<file path="src/rtl/trap_sequencer.sv">
// trap_sequencer: selects the highest-priority M-stage control-flow event
// (synchronous exception, machine interrupt or mret). It then issues a one-cycle
// commit pulse to the CSR file and holds a pipeline flush until fetch takes the
// redirect.
//
// Optional feature: define YARC_VECTORED_IRQ_EN so that mtvec mode 1 vectors
// interrupts to base + 4*code. When the macro is undefined, mtvec[1:0] is
// ignored and every trap goes to the base address.
//
// Handshake: redirect_valid_o is raised in REDIRECT and redirect_pc_o stays
// stable until a cycle in which redirect_ready_i is also high. That cycle
// completes the transfer and the FSM returns to IDLE on the following edge.
module trap_sequencer (
  input  logic        clk_i,
  input  logic        rst_i,
  input  logic        stallM_i,
  input  logic        instr_validM_i,
  input  logic [31:0] pcM_i,
  input  logic        exc_valid_i,
  input  logic [3:0]  exc_cause_i,
  input  logic [31:0] exc_tval_i,
  input  logic        mret_i,
  input  logic [2:0]  irq_pending_i,
  input  logic [2:0]  irq_enable_i,
  input  logic        mstatus_mie_i,
  input  logic [31:0] csr_mtvec_i,
  input  logic [31:0] csr_mepc_i,
  input  logic        redirect_ready_i,
  output logic        trap_o,
  output logic        mret_o,
  output logic        trap_irq_o,
  output logic [3:0]  trap_code_o,
  output logic [31:0] trap_mepc_o,
  output logic [31:0] trap_mtval_o,
  output logic        flush_o,
  output logic        redirect_valid_o,
  output logic [31:0] redirect_pc_o,
  output logic        busy_o
);

  typedef enum logic [1:0] {
    ST_IDLE     = 2'd0,
    ST_TRAP     = 2'd1,
    ST_MRET     = 2'd2,
    ST_REDIRECT = 2'd3
  } state_t;

  // state_q is the single place to probe the FSM position
  state_t      state_q;
  state_t      state_d;

  logic        irq_q;
  logic [3:0]  code_q;
  logic [31:0] mepc_q;
  logic [31:0] tval_q;
  logic [31:0] target_q;

  logic [2:0]  irq_active;
  logic        irq_take;
  logic        accept;
  logic [3:0]  irq_code;
  logic [31:0] trap_target;

  // Event qualification and interrupt code selection (MEI > MSI > MTI)
  always_comb begin
    irq_active = irq_pending_i & irq_enable_i;
    irq_take   = mstatus_mie_i & (|irq_active);
    accept     = (state_q == ST_IDLE) & instr_validM_i & ~stallM_i;
    irq_code   = 4'd7;
    if (irq_active[2]) begin
      irq_code = 4'd11;
    end else if (irq_active[0]) begin
      irq_code = 4'd3;
    end
  end

  // Trap vector; exceptions always use the base address
  always_comb begin
    trap_target = {csr_mtvec_i[31:2], 2'b00};
`ifdef YARC_VECTORED_IRQ_EN
    if (irq_q && (csr_mtvec_i[1:0] == 2'b01)) begin
      trap_target = {csr_mtvec_i[31:2], 2'b00} + {26'd0, code_q, 2'b00};
    end
`endif
  end

  // Next-state logic and state-decoded outputs
  always_comb begin
    state_d          = state_q;
    trap_o           = 1'b0;
    mret_o           = 1'b0;
    flush_o          = 1'b0;
    redirect_valid_o = 1'b0;
    busy_o           = 1'b0;
    case (state_q)
      ST_IDLE: begin
        if (accept) begin
          if (exc_valid_i || irq_take) begin
            state_d = ST_TRAP;
          end else if (mret_i) begin
            state_d = ST_MRET;
          end
        end
      end
      ST_TRAP: begin
        trap_o  = 1'b1;
        flush_o = 1'b1;
        busy_o  = 1'b1;
        state_d = ST_REDIRECT;
      end
      ST_MRET: begin
        mret_o  = 1'b1;
        flush_o = 1'b1;
        busy_o  = 1'b1;
        state_d = ST_REDIRECT;
      end
      ST_REDIRECT: begin
        redirect_valid_o = 1'b1;
        flush_o          = 1'b1;
        busy_o           = 1'b1;
        if (redirect_ready_i) begin
          state_d = ST_IDLE;
        end
      end
      default: begin
        state_d = ST_IDLE;
      end
    endcase
  end

  // FSM state register
  always_ff @(posedge clk_i or posedge rst_i) begin
    if (rst_i) begin
      state_q <= ST_IDLE;
    end else begin
      state_q <= state_d;
    end
  end

  // Trap record: captured at acceptance, held until the next trap
  always_ff @(posedge clk_i or posedge rst_i) begin
    if (rst_i) begin
      irq_q  <= 1'b0;
      code_q <= 4'd0;
      mepc_q <= 32'd0;
      tval_q <= 32'd0;
    end else if (accept) begin
      if (exc_valid_i) begin
        irq_q  <= 1'b0;
        code_q <= exc_cause_i;
        mepc_q <= pcM_i;
        tval_q <= exc_tval_i;
      end else if (irq_take) begin
        irq_q  <= 1'b1;
        code_q <= irq_code;
        mepc_q <= pcM_i;
        tval_q <= 32'd0;
      end
    end
  end

  // Redirect target: latched in the commit cycle, held through REDIRECT
  always_ff @(posedge clk_i or posedge rst_i) begin
    if (rst_i) begin
      target_q <= 32'd0;
    end else if (state_q == ST_TRAP) begin
      target_q <= trap_target;
    end else if (state_q == ST_MRET) begin
      target_q <= {csr_mepc_i[31:2], 2'b00};
    end
  end

  assign trap_irq_o    = irq_q;
  assign trap_code_o   = code_q;
  assign trap_mepc_o   = mepc_q;
  assign trap_mtval_o  = tval_q;
  assign redirect_pc_o = target_q;

endmodule
</file>
<file path="config.mk">
export PLATFORM = sky130hd
export DESIGN_NAME = trap_sequencer
export DESIGN_NICKNAME = d
export VERILOG_FILES = /design/src/rtl/trap_sequencer.sv
export SDC_FILE = /design/constraint.sdc
export NUM_CORES = 1
export LEC_CHECK = 0
export ABC_CLOCK_PERIOD_IN_PS = 7000
export BUFFER_PORTS_ARGS = -buffer_cell sky130_fd_sc_hd__clkbuf_2
export CORE_UTILIZATION = 38
export DETAILED_ROUTE_END_ITERATION = 10
export PLACE_DENSITY = 0.68
export SLEW_MARGIN = 20
export SYNTH_ARGS = -nofsm -noshare
export SYNTH_HDL_FRONTEND = slang
export SYNTH_SLANG_ARGS = --single-unit
</file>
<file path="constraint.sdc">
create_clock -name clk_i -period 7 [get_ports clk_i]
set_input_delay 1.05 -clock clk_i [delete_from_list [all_inputs] [get_ports clk_i]]
set_output_delay 1.05 -clock clk_i [all_outputs]
set_load 0.05 [all_outputs]
</file>
* Word level (Yosys, flattened, before mapping)
Index checks and enable logic that the tools add are counted.
Operators by class: magnitude comparators 0, multipliers 0, bitwise logic cells 5, muxes and demuxes 21, reduce and logical (&&, ||, !) cells 9, add/subtract/negate cells 0, eq/ne operators 6, shift-type cells 0, div/mod/pow operators 0
Operators by type and width (number):
- two-way mux 32 bit | 6
- two-way mux 4 bit | 3
- two-way mux 2 bit | 4
- two-way mux 1 bit | 6
- case mux 2 bit (3 select lines) | 1
- OR reduction 3 bit | 2
- equality test 2 bit (second input constant) | 2
- inequality test 2 bit (second input constant) | 2
- nonzero test 2 bit | 2
- bitwise AND 1 bit | 3
- bitwise AND 3 bit | 1
- two-way mux 3 bit | 1
- inequality test 3 x 2 -> 1 bit (second input constant) | 1
- AND reduction 3 bit | 1
- equality test 2 x 1 -> 1 bit (second input constant) | 1
- logical NOT 2 bit | 1
- AND reduction 2 bit | 1
- OR reduction 2 bit | 1
- logical OR 1 bit | 1
- inverter 1 bit | 1
Word-level totals: input port bits 146, memories kept 0, bits in latches 0, ROM bits 0, output and inout port bits 106, logic and storage cells 47, register bits 103, memory bits (writable) 0

* Longest topological paths before layout
Gate-level depths: netlist of the first run.
depth in word-level cells 7, depth in mapped cells 8

* Least setup slack after synthesis of the first run
OpenSTA, ideal clock, no wires.
path type flip-flop to output port, from register state_q[0], to output flush_o, required time 5.950 ns, cell stages (with the launch flop) 5, slack 4.647 ns, data arrival time 1.303 ns, cell sequence dfrtp_1 > inv_1 > ha_1 > inv_1 > buf_4
On the way: cells in the longest elaborated chain, start to end 3, elaborated cells on any way between the ends 5, those cells by class eq/ne: 3; mux: 1; reduce/logical: 1
RTL lines:
- from (decl) | line 49 | state_t state_q;
- from (signal assigned) | line 136 | state_q <= state_d;
- equality test 2 x 1 -> 1 bit or equality test 2 bit (tied branches)
- OR reduction 3 bit (no line) (*)
- two-way mux 1 bit (*)
- to (decl) | line 35 | output logic flush_o,
Every way passes the cells marked *; elsewhere a longest branch is shown, timed or not.

* Worst setup path in the final report of the first run
from register state_q[1], to output trap_o
On the way: cells in the longest elaborated chain, start to end 2
RTL lines:
- equality test 2 x 1 -> 1 bit | line 95 | case (state_q)
- two-way mux 1 bit | line 95
- to (decl) | line 29 | output logic trap_o,
Every way passes these cells.

==> key figures, run 1 <==
Critical path
  – Launch point of the critical path: state_q[1]
  – Top cell family by delay on the critical path: adder cells
  – Critical path endpoint category: output port
  – Buf/Inv on CP: 2
  – Max FO, Critical Path: 31
  – Setup slack of the worst register-to-register path: 4.75 ns
  – Max stage delay on crit path: 0.78 ns
  – Arrival time at the worst endpoint: 2.06 ns
  – Ordered list of cells on the worst path: inv_1 > ha_2 > clkbuf_2
  – Required @ worst endpoint: 5.95 ns
  – Critical Path Slowest Stage Cell: sky130_fd_sc_hd__ha_2
  – CP startpoint kind: flop
  – Origin of the critical flop-to-flop path: state_q[1]
  – Classification of the worst setup path: reg -> out

Timing
  – Final setup viols: 0
  – Final Critical Period: 3.11 ns
  – Slew of the pin with the lowest slew margin: 0.990 ns
  – Max Transition Viols Final: 0
  – Final Hold Fails: 0
  – Setup Skew: 0.00595 ns
  – Fmax: 0.322 GHz
  – Max_slew headroom: 0.340
  – RSZ-0062 raised after global routing: no
  – Final worst path period share: 0.444
  – Final sum of negative setup slack: 0 ns

Floorplanning
  – Number of ports placed on the die boundary: 252
  – Die span in x: 108 um
  – Standard cell core area: 10900 um2
  – Number of core rows: 38
  – Total Die Area: 11700 um2
  – Die Span Y: 108 um
  – Initial standard-cell utilization of the core: 0.393

Logic synthesis
  – Post-synth top area cell: sky130_fd_sc_hd__dfrtp_1
  – Library cell with the highest instance count after synthesis: sky130_fd_sc_hd__dfrtp_1
  – Number of instances in the synthesized netlist: 329
  – Synth Cell Area: 4290 um2
  – Number of synthesized flops with an enable pin: 0
  – Number of synthesized register bits: 101
  – List of most frequent post-synthesis cells: sky130_fd_sc_hd__dfrtp_1 (101), sky130_fd_sc_hd__a21oi_1 (37), sky130_fd_sc_hd__nor2_1 (35)
  – Flip-flop cell with the highest count after synthesis: sky130_fd_sc_hd__dfrtp_1
  – Share of the synthesized area in the top cell type: 0.589
  – Post-synth cell types: 25
  – Synthesized area per cell: 13.0 um2
  – Synth area leaders: sky130_fd_sc_hd__dfrtp_1 (59%), sky130_fd_sc_hd__mux2_4 (11%), sky130_fd_sc_hd__mux2i_1 (7.2%)
  – Synth Warn #: 0
  – Fraction of the yosys area taken by sequential cells: 0.589
  – Proportion of synthesized flip-flops having asynchronous set or reset: 1.00

Power and ir drop
  – Areal power density over the cells: 606 nW/um2
  – Worst ir drop on vdd: 0.288 mV
  – Leak Pwr: 3.20 nW

Clocking
  – Number of gates resized after CTS: 0
  – Clock Sink Count: 101
  – TritonCTS clock tree: done
  – Cts bufs inserted: 9
  – CTS HTree Levels: 3
  – Count of hold buffers inserted by post-cts repair: 0
  – Clk buf depth: 2
  – Postcts setup bufs: 0
  – CTS Root Buffer Type: sky130_fd_sc_hd__clkbuf_16
  – Clock insertion delay at the later pin of the skew report: 0.34 ns
  – Clock transition time at the flip-flop clock pins of the worst setup and hold paths: 0.07 ns

Global routing
  – Number of global-route vias before repair: 3261
  – Pin count of the biggest net entering global routing: 65
  – Sum of overflow across all layers after global routing: 0
  – Aggregate global-route resource usage: 0.176
  – Antenna violations before repair: 0
  – Wire length of the first global-routing pass: 15900 um

Flow run
  – Max Cap Viol: 0

Drt
  – WL per Instance: 14.6 um
  – Post-detailed-route via-to-cell ratio: 4.74
  – Wirelength, routed: 10300 um
  – Drt pass-1 iters: 4
  – Remaining antenna violation count after routing: 0
  – DRC violation count after routing: 0
  – Overall via count from detail_route: 3348
  – Number of violations reported at the end of detailed-routing iteration 0: 161

Final layout
  – Area added between synthesis and finish: 36.4%
  – Proportion of layout cells with a drive suffix above 1: 0.532
  – Diodes inserted: 0
  – Number of nets in the layout: 711
  – Cell Count, Final, Fillers Out: 706

Place
  – Total half-perimeter wirelength after legalization and detailed placement: 7600 um
  – I/O Buffers: 245
  – Gp weighted congestion: 0.790
  – Number of placed instances, taps included: 690

Hold path
  – Hold Startpoint: trap_code_o[2]
  – Min-Delay Path Class: reg -> reg

Outcome
  – Outcome: finished clean
[metal layers]
metal,vias to the layer above,GRT usage,share of wire,routed length (um)
li1,1610,-,-,-
met1,1575,0.211,0.43,4380
met2,152,0.298,0.48,4970
met3,11,0.0488,0.075,773
met4,0,0.0753,0.017,173
met5,-,0,0,0
[logic make-up (layout without fill, tap and decap cells)]
logic type | count (synthesis) | after routing | share of synthesized area
AO/OA/AOI/OAI | 79 | 79 | 0.124
buffers and inverters | 34 | 270 | 0.0449
adder cells (fa/ha/maj) | 4 | 4 | 0.0117
flip-flops | 101 | 101 | 0.589
AND/OR/NAND/NOR | 47 | 47 | 0.0455
multiplexers | 63 | 63 | 0.184
other | 1 | 2 | 0.000874
[worst paths after layout]
check | endpoint | depth (start not counted)
min reg2reg | trap_code_o[2] | 2
min in group asynchronous | trap_mepc_o[5] | 2
max reg2reg | trap_mepc_o[17] | 6
max | trap_o | 3
min | trap_code_o[2] | 2
max in group asynchronous | trap_mepc_o[6] | 3
[sequential cells by signal (all words and copies together), names as in the netlist]
| name | count |
|---|---|
| state_q | 2 |
| trap_irq_o | 1 |
| trap_mepc_o | 32 |
| trap_code_o | 4 |
| trap_mtval_o | 32 |
| redirect_pc_o | 30 |
[final cells by class]
cell class | instances | area, um2
timing repair buffer | 247 | 1240
clock inverter | 7 | 72.6
inverter | 7 | 28.8
multi-input combinational | 195 | 1580
sequential | 101 | 2530
tap | 140 | 175
fill | 936 | 5080
clock buffer | 9 | 225
[per-stage QoR]
step	util	total power, mW	setup slack [ns]	cell area (um2)	hold slack (ns)
2_1_floorplan	-	2.62	3.30	4300	0.540
3_3_place_gp	0.508	3.03	3.95	5560	0.466
3_5_place_dp	0.508	3.07	3.93	5560	0.473
4_1_cts	0.535	3.58	3.85	5850	0.488
5_1_grt	0.535	3.73	3.79	5850	0.515
6_report	0.535	3.55	3.89	5850	0.493
[cells in the final DEF (no fill, tap or decap), drive strengths merged, types with 2 or more instances in the layout]
| cell type | count |
|---|---|
| clkinvlp | 2 |
| a21oi | 38 |
| ha | 4 |
| nand2 | 6 |
| mux2i | 31 |
| clkinv | 2 |
| nor2 | 35 |
| mux2 | 32 |
| a22o | 32 |
| nand2b | 2 |
| o21ai | 4 |
| dfrtp | 101 |
| clkbuf | 254 |
| inv | 9 |
| buf | 2 |
| conb | 2 |
| a211o | 2 |
[worst min-delay path: cells and delay by family (launching register included)]
family / cells / cell delay [ns]
DFF: 1 / 0.35
AOI/OAI and AO/OA: 1 / 0.06
and+or+nand+nor: 1 / 0.05
[report_power, final]
part / switching (mW) / leakage (nW) / internal (mW)
sequential: 0.154 / 1.22 / 0.866
combinational: 1.47 / 1.84 / 0.553
clock: 0.219 / 0.142 / 0.278
total: 1.85 / 3.20 / 1.70
Note: power is estimated with default switching activity, not from simulation.
==> inputs of run 2 (changes only) <==
- ABC_CLOCK_PERIOD_IN_PS: 7000 -> 2550
- PLACE_DENSITY: 0.68 -> 0.71
- clock period: 7 -> 2.55 ns (I/O delays scaled with it)
==> run 2 against run 1 <==
  * Worst setup slack worse by 3.3 ns
  * Via count is 0.39% lower
  * Critical path depth grew 3
  * Largest power group unchanged
  * Power rose to 2.7 times the previous value
  * Global-route usage fell by 0.88 points
==> key figures, run 2 (synthesis gave the netlist of run 1 again) <==
Critical path
  – Max FO, Critical Path: 29
  – Critical path endpoint category: flop
  – Classification of the worst setup path: reg -> reg
  – Ordered list of cells on the worst path: inv_1 > ha_2 > nand3b_1 > a211o_2 > buf_4 > mux2_4
  – CP startpoint kind: flop
  – Max stage delay on crit path: 0.40 ns
  – Buf/Inv on CP: 2
  – Setup slack of the worst register-to-register path: 0.63 ns
  – Top cell family by delay on the critical path: flip-flops
  – Arrival time at the worst endpoint: 2.14 ns
  – Critical Path Slowest Stage Cell: sky130_fd_sc_hd__dfrtp_1
  – Required @ worst endpoint: 2.77 ns

Floorplanning
  – Die span in x: 108 um
  – Standard cell core area: 10900 um2
  – Die Span Y: 108 um
  – Number of ports placed on the die boundary: 252
  – Total Die Area: 11700 um2
  – Number of core rows: 38
  – Initial standard-cell utilization of the core: 0.393

Clocking
  – Clock transition time at the flip-flop clock pins of the worst setup and hold paths: 0.07 ns
  – Clock Sink Count: 101
  – Postcts setup bufs: 0
  – Clk buf depth: 2
  – Cts bufs inserted: 9
  – Number of gates resized after CTS: 0
  – Clock insertion delay at the later pin of the skew report: 0.34 ns
  – TritonCTS clock tree: done
  – Count of hold buffers inserted by post-cts repair: 0
  – CTS Root Buffer Type: sky130_fd_sc_hd__clkbuf_16
  – CTS HTree Levels: 3

Final layout
  – FF/Latch Area: 2530 um2
  – Diodes inserted: 0
  – Total of fill cells in the finished design: 956
  – Area of the multi-input gates: 1580 um2
  – Most common cell after layout, fill and taps aside: sky130_fd_sc_hd__clkbuf_2
  – Highest-count cells in the layout ignoring fill and taps: sky130_fd_sc_hd__clkbuf_2 (245), sky130_fd_sc_hd__dfrtp_1 (101), sky130_fd_sc_hd__a21oi_1 (37)
  – Number of nets in the layout: 716
  – Area added between synthesis and finish: 37.1%
  – Proportion of layout cells with a drive suffix above 1: 0.534

Global routing
  – Pin count of the biggest net entering global routing: 63
  – Aggregate global-route resource usage: 0.167
  – Number of global-route vias before repair: 3149
  – Wire length of the first global-routing pass: 15000 um
  – Sum of overflow across all layers after global routing: 0
  – Antenna violations before repair: 0

Place
  – I/O Buffers: 245
  – Gp weighted congestion: 0.715
  – Minimum setup slack after placement: 0.597 ns
  – Total half-perimeter wirelength after legalization and detailed placement: 7610 um

Drt
  – Wirelength, routed: 10000 um
  – DRC violation count after routing: 0
  – Post-detailed-route via-to-cell ratio: 4.69
  – Number of violations reported at the end of detailed-routing iteration 0: 126
  – Overall via count from detail_route: 3335
  – Drt pass-1 iters: 6
  – Remaining antenna violation count after routing: 0
  – WL per Instance: 14.1 um

Timing
  – Max_slew headroom: 0.497
  – Max Transition Viols Final: 0
  – RSZ-0062 raised after global routing: no
  – Final worst-path setup slack: 0.633 ns
  – Final worst path period share: 0.752
  – Final setup viols: 0
  – Final Critical Period: 1.92 ns
  – Slew of the pin with the lowest slew margin: 0.754 ns
  – Setup Skew: 0.00733 ns
  – Final sum of negative setup slack: 0 ns
  – Fmax: 0.522 GHz
  – Final Hold Fails: 0

Flow run
  – Max Cap Viol: 0

Power and ir drop
  – Worst ir drop on vdd: 0.944 mV
  – Leak Pwr: 3.22 nW
  – Areal power density over the cells: 1640 nW/um2
  – Tot Pwr: 9.67 mW

Hold path
  – Min-Delay Path Class: in -> async

Outcome
  – Outcome: finished clean
## run 2: metrics by stage
step	hold slack [ns]	utilization	cell area, um2	std cells
2_1_floorplan	0.522	-	4300	330
5_1_grt	0.215	0.538	5890	711
6_report	0.167	0.538	5890	711
4_1_cts	0.190	0.538	5890	711
3_5_place_dp	0.481	0.512	5590	695
3_3_place_gp	0.472	0.512	5590	695
## run 2: layout make-up
type,instances,area share
clock buffer,9,0.0383
timing repair buffer,252,0.217
tap,140,0.0298
inverter,7,0.00510
clock inverter,7,0.0115
sequential,101,0.429
multi-input combinational,195,0.269
## run 2: where the power goes
part,leakage [nW],internal (mW),switching (mW)
Combinational,1.86,1.52,4.04
Sequential,1.22,2.38,0.432
Clock,0.142,0.687,0.623
## run 2: worst paths after layout
check	startpoint	endpoint	cells after the start
max in group asynchronous	rst_i	trap_mtval_o[12]	3
min reg2reg	trap_mtval_o[5]	trap_mtval_o[5]	1
max	state_q[0]	trap_mepc_o[3]	6
min	rst_i	redirect_pc_o[3]	3
min in group clk_i	pcM_i[1]	trap_mepc_o[1]	2
max reg2reg	state_q[0]	trap_mepc_o[3]	6
## run 2: layer usage
metal  GRT usage  part of all wire
met5           0                 0
met4      0.0550             0.010
met3      0.0542             0.081
met2       0.288              0.50
met1       0.198              0.41
## run 2: worst min-delay path: stages
cell and delay (ns):
sky130_fd_sc_hd__clkbuf_2 0.10, sky130_fd_sc_hd__clkinvlp_4 0.06, sky130_fd_sc_hd__buf_4 0.41
==> inputs of run 3 (changes only) <==
- ABC_AREA: not set -> 1
- ABC_CLOCK_PERIOD_IN_PS: 2550 -> 1950
- PLACE_DENSITY: 0.71 -> 0.66
- clock period: 2.55 -> 1.95 ns (I/O delays scaled with it)
==> run 3 against run 2 <==
  * Power increased by 39%
  * Non-clock buffer count increased by 5
  * Synthesized cell count increased by 53%
  * Clock-buffer cell count increased by 4
  * Die area increased by 12%
  * Clock power increased by 50%
  * Wire length increased by 14%
  * Clock skew decreased by 0.0040 ns
  * Core utilization decreased by 1.1 points
  * Global-route usage increased by 1.2 points
  * Critical path type is now reg -> out
  * Critical endpoint is now trap_o
  * Largest cell class unchanged
==> key figures, run 3 <==
Clocking
  – Clk buf depth: 2
  – Postcts setup bufs: 0
  – Cts bufs inserted: 9
  – CTS HTree Levels: 3
  – Clock Sink Count: 101
  – Clock insertion delay at the later pin of the skew report: 0.34 ns
  – Clock transition time at the flip-flop clock pins of the worst setup and hold paths: 0.07 ns
  – CTS Root Buffer Type: sky130_fd_sc_hd__clkbuf_16
  – TritonCTS clock tree: done

Drt
  – Remaining antenna violation count after routing: 0
  – Wirelength, routed: 11400 um
  – Drt pass-1 iters: 4
  – DRC violation count after routing: 0
  – Number of violations reported at the end of detailed-routing iteration 0: 164
  – Top sig layer: met4
  – WL per Instance: 12.5 um
  – Overall via count from detail_route: 4026
  – Routed wl met2: 5340 um
  – Routed length on met1: 4790 um
  – Met3 layer wire length in the routed design: 1010 um
  – Post-detailed-route via-to-cell ratio: 4.42

Logic synthesis
  – Fraction of the yosys area taken by sequential cells: 0.525
  – Number of synthesized flops with an enable pin: 0
  – Synth Cell Area: 4820 um2
  – Number of synthesized register bits: 101
  – List of most frequent post-synthesis cells: sky130_fd_sc_hd__nand2_1 (138), sky130_fd_sc_hd__dfrtp_1 (101), sky130_fd_sc_hd__o21ai_2 (61)
  – Synthesized area per cell: 9.56 um2
  – Synth Warn #: 0
  – Share of the synthesized area in the top cell type: 0.525
  – Post-synth top area cell: sky130_fd_sc_hd__dfrtp_1
  – Proportion of synthesized flip-flops having asynchronous set or reset: 1.00
  – Number of instances in the synthesized netlist: 504
  – Synth area leaders: sky130_fd_sc_hd__dfrtp_1 (52%), sky130_fd_sc_hd__o21ai_2 (11%), sky130_fd_sc_hd__nand2_1 (11%)
  – Post-synth cell types: 26
  – Flip-flop cell with the highest count after synthesis: sky130_fd_sc_hd__dfrtp_1
  – Library cell with the highest instance count after synthesis: sky130_fd_sc_hd__nand2_1

Hold path
  – Worst Hold End: trap_mepc_o[9]
  – WHS Path Cells: 3
  – Hold Startpoint: pcM_i[9]
  – Min-Delay Path Class: in -> reg

Final layout
  – Cell Count, Final, Fillers Out: 911
  – Highest-count cells in the layout ignoring fill and taps: sky130_fd_sc_hd__clkbuf_2 (244), sky130_fd_sc_hd__nand2_1 (138), sky130_fd_sc_hd__dfrtp_1 (101)
  – Total of fill cells in the finished design: 1148
  – Area added between synthesis and finish: 33.2%
  – Number of nets in the layout: 888
  – Proportion of layout cells with a drive suffix above 1: 0.513
  – Diodes inserted: 0
  – FF/Latch Area: 2530 um2
  – Area of the multi-input gates: 1810 um2
  – Most common cell after layout, fill and taps aside: sky130_fd_sc_hd__clkbuf_2
  – Final instance area: 6420 um2
  – Util after Layout: 0.528

Critical path
  – Capturing point of the worst reg2reg path: trap_mepc_o[5]
  – CP startpoint kind: flop
  – Origin of the critical flop-to-flop path: state_q[0]
  – Max FO, Critical Path: 28
  – Required @ worst endpoint: 1.66 ns
  – Setup slack of the worst register-to-register path: 0.33 ns
  – Critical path endpoint category: output port
  – Number of cells traversed by the worst register-to-register path: 8
  – Arrival time at the worst endpoint: 1.54 ns
  – Classification of the worst setup path: reg -> out

Place
  – Number of placed instances, taps included: 894
  – Total half-perimeter wirelength after legalization and detailed placement: 8490 um
  – I/O Buffers: 245
  – Gp weighted congestion: 0.779
  – Area after detailed placement: 6080 um2

Timing
  – Final sum of negative setup slack: 0 ns
  – Max Transition Viols Final: 0
  – Fmax: 0.546 GHz
  – Final setup viols: 0
  – Final Critical Period: 1.83 ns
  – Final worst path period share: 0.940
  – Final Hold Fails: 0
  – Setup Skew: 0.00335 ns

Power and ir drop
  – Worst ir drop on vdd: 1.08 mV
  – Leak Pwr: 3.48 nW
  – Areal power density over the cells: 2100 nW/um2

Global routing
  – Antenna violations before repair: 0
  – Aggregate global-route resource usage: 0.179
  – Number of global-route vias before repair: 3875
  – Pin count of the biggest net entering global routing: 62
  – Sum of overflow across all layers after global routing: 0
  – Wire length of the first global-routing pass: 18400 um

Floorplanning
  – Number of core rows: 40
  – Total Die Area: 13100 um2
  – Standard cell core area: 12200 um2
  – Die span in x: 115 um
  – Number of ports placed on the die boundary: 252
  – Die Span Y: 115 um
  – Initial standard-cell utilization of the core: 0.396

Outcome
  – Outcome: finished clean

Flow run
  – Max Cap Viol: 0
-- run 3: layout make-up --
class,count,share of cell area
sequential,101,0.394
multi-input combinational,328,0.281
timing repair buffer,257,0.216
clock buffer,13,0.0405
tap,168,0.0327
inverter,41,0.0250
clock inverter,3,0.0105
-- run 3: logic make-up (layout without fill, tap and decap cells) --
| group | after synthesis | after routing | synth area share |
|---|---|---|---|
| AOI/OAI and AO/OA | 101 | 101 | 0.160 |
| adders and majority gates | 4 | 4 | 0.0104 |
| buffers and inverters | 76 | 314 | 0.102 |
| DFF | 101 | 101 | 0.525 |
| other | 1 | 2 | 0.000778 |
| and+or+nand+nor | 221 | 221 | 0.202 |
-- run 3: what timing repair did --
item,in CTS,in global routing
setup endpoints to repair,0,1
hold buffers,1,0
endpoints found under the hold margin,12,0
gates resized for setup,0,1
-- run 3: stage by stage --
step	hold slack, ns	power, mW	setup WS, ns
6_report	0.167	13.5	0.117
4_1_cts	0.151	13.6	0.0243
2_1_floorplan	0.433	9.84	0.335
3_5_place_dp	0.274	11.6	0.316
5_1_grt	0.164	14.3	-0.00230
3_3_place_gp	0.262	11.4	0.377
-- run 3: worst max-delay path by stage --
stage                           from        endpoint  slack [ns]  depth (start not counted)
after floorplan           state_q[0]      trap_irq_o        0.33                          9
after global placement    state_q[0]  trap_mepc_o[1]        0.38                          8
after detailed placement  state_q[0]  trap_mepc_o[5]        0.32                          8
after CTS                 state_q[1]          trap_o        0.02                          4
after global routing      state_q[1]          trap_o      -0.002                          4
final                     state_q[1]          trap_o        0.12                          4
-- run 3: critical path, stage by stage, from the launching register on --
cell and delay [ns]:
sky130_fd_sc_hd__dfrtp_1 0.41, sky130_fd_sc_hd__inv_1 0.10, sky130_fd_sc_hd__ha_1 0.25, sky130_fd_sc_hd__buf_6 0.26, sky130_fd_sc_hd__buf_12 0.17
-- run 3: report_power, final --
group	internal [mW]	total [mW]	leakage (nW)	switching [mW]
Clock	1.20	1.96	0.156	0.762
Combinational	1.95	7.77	2.08	5.83
Sequential	3.13	3.74	1.24	0.609
-- run 3: metal layers --
metal / up-vias / global-route usage
met4: 0 / 0.0866
li1: 2052 / -
met5: - / 0
met1: 1789 / 0.208
met2: 170 / 0.302
met3: 15 / 0.0529
